===== src/rtl/cp0_exc_ctrl.sv =====
// cp0_exc_ctrl
//   Exception/interrupt sequencer in front of the CP0 register file.
//
//   Operation
//     - Samples the commit-stage instruction and picks the highest-priority
//       exception or pending interrupt.
//     - Drives CP0 write strobes and write data.
//     - Flushes the pipeline and redirects fetch to EXC_VECTOR, or to EPC on
//       ERET.
//     - Every output is registered.
//
//   Ports
//     clk, rst                   clock, asynchronous active-high reset
//     commit_valid/pc/bd/exc/eret commit-stage instruction
//     mem_addr                   data address of the committing load/store
//     hw_int                     raw hardware interrupt lines
//     status_in/cause_in/epc_in  current CP0 register values
//     cp0_we                     per-register write strobes
//                                (8=BadVAddr, 12=Status, 13=Cause, 14=EPC)
//     exc_code, bd_out, epc_out, badvaddr_out, exl_out   CP0 write data
//     hw_int_out                 synchronised hw_int for Cause.IP7:2
//     flush                      kill all stages younger than commit
//     redirect_valid/pc          one-cycle fetch redirect
//     busy                       sequencer not idle; commit must hold
module cp0_exc_ctrl #(
  parameter int          WIDTH        = 32,
  parameter logic [31:0] EXC_VECTOR   = 32'hBFC00380,
  parameter int          FLUSH_CYCLES = 2
) (
  input  logic             clk,
  input  logic             rst,
  input  logic             commit_valid,
  input  logic [WIDTH-1:0] commit_pc,
  input  logic             commit_bd,
  input  logic [6:0]       commit_exc,
  input  logic             commit_eret,
  input  logic [WIDTH-1:0] mem_addr,
  input  logic [5:0]       hw_int,
  input  logic [31:0]      status_in,
  input  logic [31:0]      cause_in,
  input  logic [WIDTH-1:0] epc_in,
  output logic [31:0]      cp0_we,
  output logic [4:0]       exc_code,
  output logic             bd_out,
  output logic [WIDTH-1:0] epc_out,
  output logic [WIDTH-1:0] badvaddr_out,
  output logic             exl_out,
  output logic [5:0]       hw_int_out,
  output logic             flush,
  output logic             redirect_valid,
  output logic [WIDTH-1:0] redirect_pc,
  output logic             busy
);

  localparam logic [1:0] S_IDLE  = 2'd0;
  localparam logic [1:0] S_TRAP  = 2'd1;
  localparam logic [1:0] S_RET   = 2'd2;
  localparam logic [1:0] S_DRAIN = 2'd3;

  localparam int CW = (FLUSH_CYCLES > 2) ? $clog2(FLUSH_CYCLES) : 1;

  // commit_exc bit positions
  localparam int E_ADELI = 0;
  localparam int E_RI    = 1;
  localparam int E_OV    = 2;
  localparam int E_SYS   = 3;
  localparam int E_BP    = 4;
  localparam int E_ADELD = 5;
  localparam int E_ADES  = 6;

  logic [1:0]       state_q, state_d;
  logic [CW-1:0]    cnt_q, cnt_d;
  logic [5:0]       sync1_q, sync2_q;

  logic [31:0]      we_q, we_d;
  logic [4:0]       code_q, code_d;
  logic             bd_q, bd_d;
  logic [WIDTH-1:0] epc_q, epc_d;
  logic [WIDTH-1:0] bad_q, bad_d;
  logic             exl_q, exl_d;
  logic             flush_q, flush_d;
  logic             rv_q, rv_d;
  logic [WIDTH-1:0] rpc_q, rpc_d;
  logic             busy_q, busy_d;

  logic             int_pend;
  logic             take_trap;
  logic [4:0]       sel_code;
  logic             sel_bad;
  logic [WIDTH-1:0] sel_bad_addr;

  // The interrupt mask uses the synchronised lines, so a rising hw_int
  // edge becomes visible to the sequencer two clocks later.
  assign int_pend  = (|({sync2_q, cause_in[9:8]} & status_in[15:8]))
                     & status_in[0] & ~status_in[1];
  assign take_trap = int_pend | (|commit_exc);

  // Priority chain, highest first. An interrupt outranks every synchronous
  // exception.
  always_comb begin
    sel_code     = 5'd0;
    sel_bad      = 1'b0;
    sel_bad_addr = '0;
    if (int_pend) begin
      sel_code = 5'd0;
    end else if (commit_exc[E_ADELI]) begin
      sel_code     = 5'd4;
      sel_bad      = 1'b1;
      sel_bad_addr = commit_pc;
    end else if (commit_exc[E_RI]) begin
      sel_code = 5'd10;
    end else if (commit_exc[E_OV]) begin
      sel_code = 5'd12;
    end else if (commit_exc[E_SYS]) begin
      sel_code = 5'd8;
    end else if (commit_exc[E_BP]) begin
      sel_code = 5'd9;
    end else if (commit_exc[E_ADELD]) begin
      sel_code     = 5'd4;
      sel_bad      = 1'b1;
      sel_bad_addr = mem_addr;
    end else if (commit_exc[E_ADES]) begin
      sel_code     = 5'd5;
      sel_bad      = 1'b1;
      sel_bad_addr = mem_addr;
    end
  end

  // Next state and next outputs are computed together. The outputs
  // registered at an edge describe the state entered at that edge.
  always_comb begin
    state_d = state_q;
    cnt_d   = cnt_q;
    we_d    = '0;
    code_d  = '0;
    bd_d    = 1'b0;
    epc_d   = '0;
    bad_d   = '0;
    exl_d   = 1'b0;
    flush_d = 1'b0;
    rv_d    = 1'b0;
    rpc_d   = '0;
    case (state_q)
      S_IDLE: begin
        if (commit_valid) begin
          if (take_trap) begin
            state_d  = S_TRAP;
            we_d[13] = 1'b1;
            we_d[12] = 1'b1;
            exl_d    = 1'b1;
            code_d   = sel_code;
            // A nested trap (EXL already set) keeps the original EPC/BD.
            if (!status_in[1]) begin
              we_d[14] = 1'b1;
              epc_d    = commit_bd ? (commit_pc - WIDTH'(4)) : commit_pc;
              bd_d     = commit_bd;
            end
            if (sel_bad) begin
              we_d[8] = 1'b1;
              bad_d   = sel_bad_addr;
            end
            flush_d = 1'b1;
            rv_d    = 1'b1;
            rpc_d   = WIDTH'(EXC_VECTOR);
          end else if (commit_eret) begin
            state_d  = S_RET;
            we_d[12] = 1'b1;
            exl_d    = 1'b0;
            flush_d  = 1'b1;
            rv_d     = 1'b1;
            rpc_d    = epc_in;
          end
        end
      end
      S_TRAP, S_RET: begin
        if (FLUSH_CYCLES > 1) begin
          state_d = S_DRAIN;
          cnt_d   = CW'(FLUSH_CYCLES - 2);
          flush_d = 1'b1;
        end else begin
          state_d = S_IDLE;
        end
      end
      default: begin
        if (cnt_q == '0) begin
          state_d = S_IDLE;
        end else begin
          cnt_d   = cnt_q - CW'(1);
          flush_d = 1'b1;
        end
      end
    endcase
  end

  assign busy_d = (state_d != S_IDLE);

  always_ff @(posedge clk or posedge rst) begin
    if (rst) begin
      state_q <= S_IDLE;
      cnt_q   <= '0;
      sync1_q <= '0;
      sync2_q <= '0;
      we_q    <= '0;
      code_q  <= '0;
      bd_q    <= 1'b0;
      epc_q   <= '0;
      bad_q   <= '0;
      exl_q   <= 1'b0;
      flush_q <= 1'b0;
      rv_q    <= 1'b0;
      rpc_q   <= '0;
      busy_q  <= 1'b0;
    end else begin
      state_q <= state_d;
      cnt_q   <= cnt_d;
      sync1_q <= hw_int;
      sync2_q <= sync1_q;
      we_q    <= we_d;
      code_q  <= code_d;
      bd_q    <= bd_d;
      epc_q   <= epc_d;
      bad_q   <= bad_d;
      exl_q   <= exl_d;
      flush_q <= flush_d;
      rv_q    <= rv_d;
      rpc_q   <= rpc_d;
      busy_q  <= busy_d;
    end
  end

  assign cp0_we         = we_q;
  assign exc_code       = code_q;
  assign bd_out         = bd_q;
  assign epc_out        = epc_q;
  assign badvaddr_out   = bad_q;
  assign exl_out        = exl_q;
  assign hw_int_out     = sync2_q;
  assign flush          = flush_q;
  assign redirect_valid = rv_q;
  assign redirect_pc    = rpc_q;
  assign busy           = busy_q;

  // Only the IM/EXL/IE fields of Status and IP1:0 of Cause are consumed.
  logic unused_bits;
  assign unused_bits = ^{status_in[31:16], status_in[7:2], cause_in[31:10], cause_in[7:0]};

endmodule


===== config.mk =====
export PLATFORM = sky130hd
export DESIGN_NAME = cp0_exc_ctrl
export DESIGN_NICKNAME = d
export VERILOG_FILES = /design/src/rtl/cp0_exc_ctrl.sv
export SDC_FILE = /design/constraint.sdc
export NUM_CORES = 1
export LEC_CHECK = 0
export BUFFER_PORTS_ARGS = -buffer_cell sky130_fd_sc_hd__buf_2
export CAP_MARGIN = 20
export CORE_AREA = 4 4 122 124
export CTS_BUF_LIST = sky130_fd_sc_hd__clkbuf_8
export DETAILED_ROUTE_END_ITERATION = 16
export DIE_AREA = 0 0 126 128
export HOLD_SLACK_MARGIN = 0.06
export PLACE_DENSITY = 0.7
export SKIP_LAST_GASP = 1
export SLEW_MARGIN = 20
export SYNTH_ARGS = -nofsm -noshare
export SYNTH_HDL_FRONTEND = slang
export SYNTH_SLANG_ARGS = --single-unit

===== constraint.sdc =====
create_clock -name clk -period 6.1 [get_ports clk]
set_input_delay 0.915 -clock clk [delete_from_list [all_inputs] [get_ports clk]]
set_output_delay 0.915 -clock clk [all_outputs]
set_load 0.02 [all_outputs]

* Word level (Yosys, flattened, before mapping) *
Cells that the tools add are included.

storage, ports and cells
  register bits = 125
  bits of input ports = 178
  output and inout port bits = 144
  logic and storage cells = 96

cells by class
  add/sub/neg operators = 2
  equality and inequality tests = 2
  muxes and demuxes = 68
  bitwise gates (word level) = 5
  reduce and logical (&&, ||, !) cells = 5

operators by type and width
  kind                                                                  count
  32-bit two-way mux                                                    21
  32-bit by 3-bit subtractor with 32-bit output, second input constant  1
  1-bit two-way mux                                                     26
  4-bit two-way mux                                                     6
  5-bit two-way mux                                                     3
  3-bit two-way mux                                                     4
  2-bit two-way mux                                                     5
  8-bit bitwise AND                                                     1
  8-bit OR reduction                                                    1
  7-bit OR reduction                                                    1
  1-bit case mux with 2 select lines                                    2
  2-bit case mux with 2 select lines                                    1
  1-bit bitwise AND                                                     2
  2-bit by 1-bit == test with 1-bit output, second input constant       1
  2-bit == test, second input constant                                  1
  2-bit logical NOT                                                     1
  2-bit nonzero test                                                    1
  2-bit OR reduction                                                    1
  1-bit inverter                                                        1
  1-bit OR                                                              1
  1-bit subtractor, second input constant                               1

* Logic depth before layout (Yosys ltp) *
  depth in word-level cells = 12
  depth in mapped cells = 7
  mapped depth without buffers = 6

* Least setup slack after synthesis *
No wires, ideal clock.

  path type = input port to flip-flop
  start point = input port commit_pc[20]
  end point = register epc_q[24] (netlist: epc_out[24])
  setup time = 0.077 ns
  data arrival time = 2.570 ns
  required time = 6.023 ns
  slack = 3.452 ns
  stages = 5
  buffers on the path = 1
  path through = or4_4 -> or4_1 -> buf_2 -> or4_1 -> a21oi_1

on the way
  cells in the longest elaborated chain, start to end = 6

RTL lines
  element                                        RTL line  source
  start: declaration                             33        input logic [WIDTH-1:0] commit_pc,
  32-bit by 3-bit subtractor with 32-bit output  155       epc_d = commit_bd ? (commit_pc - WIDTH'(4)) : commit_pc;
  32-bit two-way mux                             155
  32-bit two-way mux                             153       if (!status_in[1]) begin
  32-bit two-way mux                             146       if (take_trap) begin
  32-bit two-way mux                             145       if (commit_valid) begin
  32-bit two-way mux                             143       case (state_q)
  named net epc_d[24]                            78        logic [WIDTH-1:0] epc_q, epc_d;
  end signal: assignment                         221       epc_q <= epc_d;
  end: declaration                               78

The timed path passes the listed nets, and every way through them passes these cells.
A chain may end at the register's enable or synchronous reset.

* Worst setup path after layout *
  start point = input port commit_exc[1]
  end point = register we_q[12] (netlist: cp0_we[12])

on the way
  cells in the longest elaborated chain, start to end = 5

RTL lines
  element                 RTL line  source
  start: declaration      35        input logic [6:0] commit_exc,
  7-bit OR reduction      96        assign take_trap = int_pend | (|commit_exc);
  1-bit OR                96
  1-bit two-way mux       146
  3-bit two-way mux       145
  3-bit two-way mux       143
  end signal: assignment  218       we_q <= we_d;
  end: declaration        75        logic [31:0] we_q, we_d;

Every way passes these cells.

==> impl_metrics.ini <==
[floorplanning]
die_h_um = 128
dieArea_sq_um = 16130
ios = 322
die_w_um = 126
start_util_pct = 36.83
core_sq_um = 13770
rows = 43

[routing]
drc = 0
wire_per_inst_um = 16.50
num_vias = 4338
firstDrtPassIters = 4
drt-initial-drc-count = 178
wl_mm = 14.64
ant_nets = 0
vias_per_cell = 4.891

[placed_design]
place_area_sq_um = 6304
place_congestion = 0.9081
hpwlAfterDp_mm = 11.06
port_buffers = 240

[min_path]
whs_path_depth = 0
min_from = sync1_q[5]
hold_path.class = reg2reg
min_to = hw_int_out[5]

[synthesis]
syn_area_sq_um = 5072
yosys-top-cells-area = dfrtp_1 (60%), buf_4 (4.9%), a22oi_1 (4.7%)
synth_ff_type = dfrtp_1
synth_top_area_share_pct = 59.69
synth_enable_flop_cells = 0
yosysWarnings = 0
seq_area_frac_synth_pct = 59.69
synth.distinct_cells = 49
synth_seq_cells = 121
ys_async_sr_fraction_pct = 100.0
synth.avg_cell_area_sq_um = 11.08
syn_inst = 458
yosysTopAreaCell = dfrtp_1

[critical_path]
crit_buf_inv = 2
worstSetupPathType = in2reg
reg2reg_from = hw_int_out[2]
r2r_cells = 5
cpPeakStageDelay_ns = 0.87
slowest_stage = o21ai_1
critical_path.endpoint_type = flop
required_ns = 6.41
cp_max_fo = 16
ff2ff_setup_slack_ns = 3.48
startpoint_type = input pin
cp_data_arrival_time_ns = 3.24
r2r_end = badvaddr_out[10]
path_cells = buf_2 -> or4_1 -> nand3b_1 -> o21ai_1 -> inv_2 -> or2_1
path_depth = 6
worst_path_dominant_cell_family = simple AND/OR/NAND/NOR gates

[global_routing]
grt_pass1_vias = 4395
gr-usage-met1_pct = 21.04
grt_overflow_total = 0
grt_antenna_before_repair = 0
met3_usage_pct = 6.167
grt_usage_pct = 18.07
gr-max-usage-layer = met2
grt_first_pass_wirelength_mm = 22.54
use_met2_pct = 30.70
grt_max_degree = 72

[power]
leakagePower_nw = 3.671
p_per_area_nw_per_um2 = 329.5
total_power_w = 0.002239
ir_drop_mv = 0.1352

[final_layout]
final_area_sq_um = 6794
final_cell_mix = buf_2 (240), dfrtp_1 (121), nor2_1 (53)
syn_to_final_growth_pct = 33.94
antenna_cells = 0
nets = 875
fillerInstances = 1297
final_common_cell = buf_2
drive_gt1_share_pct = 41.44

[cts]
cts_tree = done
cts_buffers = 17
clk_pin_slew_ns = 0.08
cts_setup_buffers = 0
htree_num_levels = 4
clock_sinks = 121
clockBufferDepth = 2
ctsResizeCount = 0
ctsHoldBuffers = 0
worstSkewPairLatency_ns = 0.43
root_buffer = clkbuf_8

[sta]
slew_violations = 0
setup_tns_ns = 0
finalCritPeriodShare_pct = 47.93
fmax_mhz = 342.0
fin_worst_skew_ns = 0.01221
rsz0062_at_grt = no
worst_pin_slew_ns = 1.068
setup_viol = 0
slew_headroom_pct = 28.30
final-hold-violation-count = 0
fin_crit_ns = 2.924

[outcome]
status = finished, final reports clean

[job]
cap_violations = 0
## area by class of cell
class	instances	area, sq um	area share (%)
Clock buffer	18	247.7	3.646
Clock inverter	14	242.7	3.573
Tap cell	180	225.2	3.315
Multi-Input combinational cell	297	1764	25.97
Sequential cell	121	3028	44.57
Inverter	12	47.55	0.6998
Timing Repair Buffer	245	1239	18.23
## synth_stat cells (2+ instances only)
cell,instances
or4_1,18
or2_2,3
nand2_1,30
inv_2,4
buf_4,33
a22o_1,4
a22oi_1,32
a21oi_1,19
a211oi_1,2
nor2_1,53
nor2b_1,3
nor4_1,3
and2_1,21
nor4_2,2
nand4_1,3
o21ai_1,2
dfrtp_1,121
xnor2_1,6
o21ai_0,5
and3_1,5
clkbuf_1,20
buf_2,2
ha_1,3
or2_1,2
or3_1,6
xor2_1,6
o31ai_1,13
nand3_1,3
nor3_1,5
inv_1,8
nor4b_1,2
a31oi_1,2
## report_power, final
group	leakage, nW	internal (W)	switching [W]
sequential	1.63	0.000883	0.0000276
combinational	1.80	0.000151	0.000302
clock	0.236	0.000541	0.000333
total	3.67	0.00158	0.000663
## worst max path at each step
stage                              from               end  slack [ns]
after floorplan                     rst   badvaddr_out[0]        1.97
after global placement      cause_in[9]  badvaddr_out[10]        2.80
after detailed placement  commit_exc[1]        cp0_we[12]        2.76
after CTS                 commit_exc[1]        cp0_we[12]        3.24
after global routing      commit_exc[1]        cp0_we[12]        3.08
final                     commit_exc[1]        cp0_we[12]        3.18
## logic make-up (layout without fill, tap and decap cells)
| kind of cell | after synthesis | in the layout | synth area share, % |
|---|---|---|---|
| and+or+nand+nor | 168 | 168 | 18.16 |
| DFF | 121 | 121 | 59.69 |
| AOI/OAI and AO/OA | 85 | 85 | 11.57 |
| buffers and inverters | 68 | 289 | 7.696 |
| xor gates and xnor gates | 12 | 12 | 2.072 |
| adders and majority gates | 3 | 3 | 0.7401 |
| other | 1 | 29 | 0.07393 |
## routing by layer
metal / vias up / share of wire (%)
li1: 2010 / -
met1: 2087 / 38
met2: 219 / 50
met3: 22 / 9.7
met4: 0 / 2.0
met5: - / 0
## state kept, by name, summed over array words and instances (netlist names)
name,flops
badvaddr_out,32
bd_out,1
busy,1
cp0_we,4
epc_out,32
exc_code,4
flush,1
hw_int_out,6
redirect_pc,32
state_q,2
sync1_q,6
## through the flow
| step | cells | hold WS (ns) | setup WS (ns) | utilization [%] |
|---|---|---|---|---|
| 2_1_floorplan | 486 | 0.3312 | 1.971 | - |
| 4_1_cts | 887 | 0.3540 | 3.244 | 49.33 |
| 5_1_grt | 887 | 0.3683 | 3.084 | 49.33 |
| 6_report | 887 | 0.3507 | 3.176 | 49.33 |
| 3_5_place_dp | 855 | 0.3347 | 2.764 | 45.77 |
| 3_3_place_gp | 855 | 0.3331 | 2.799 | 45.77 |
(Power assumes the default switching activity.)
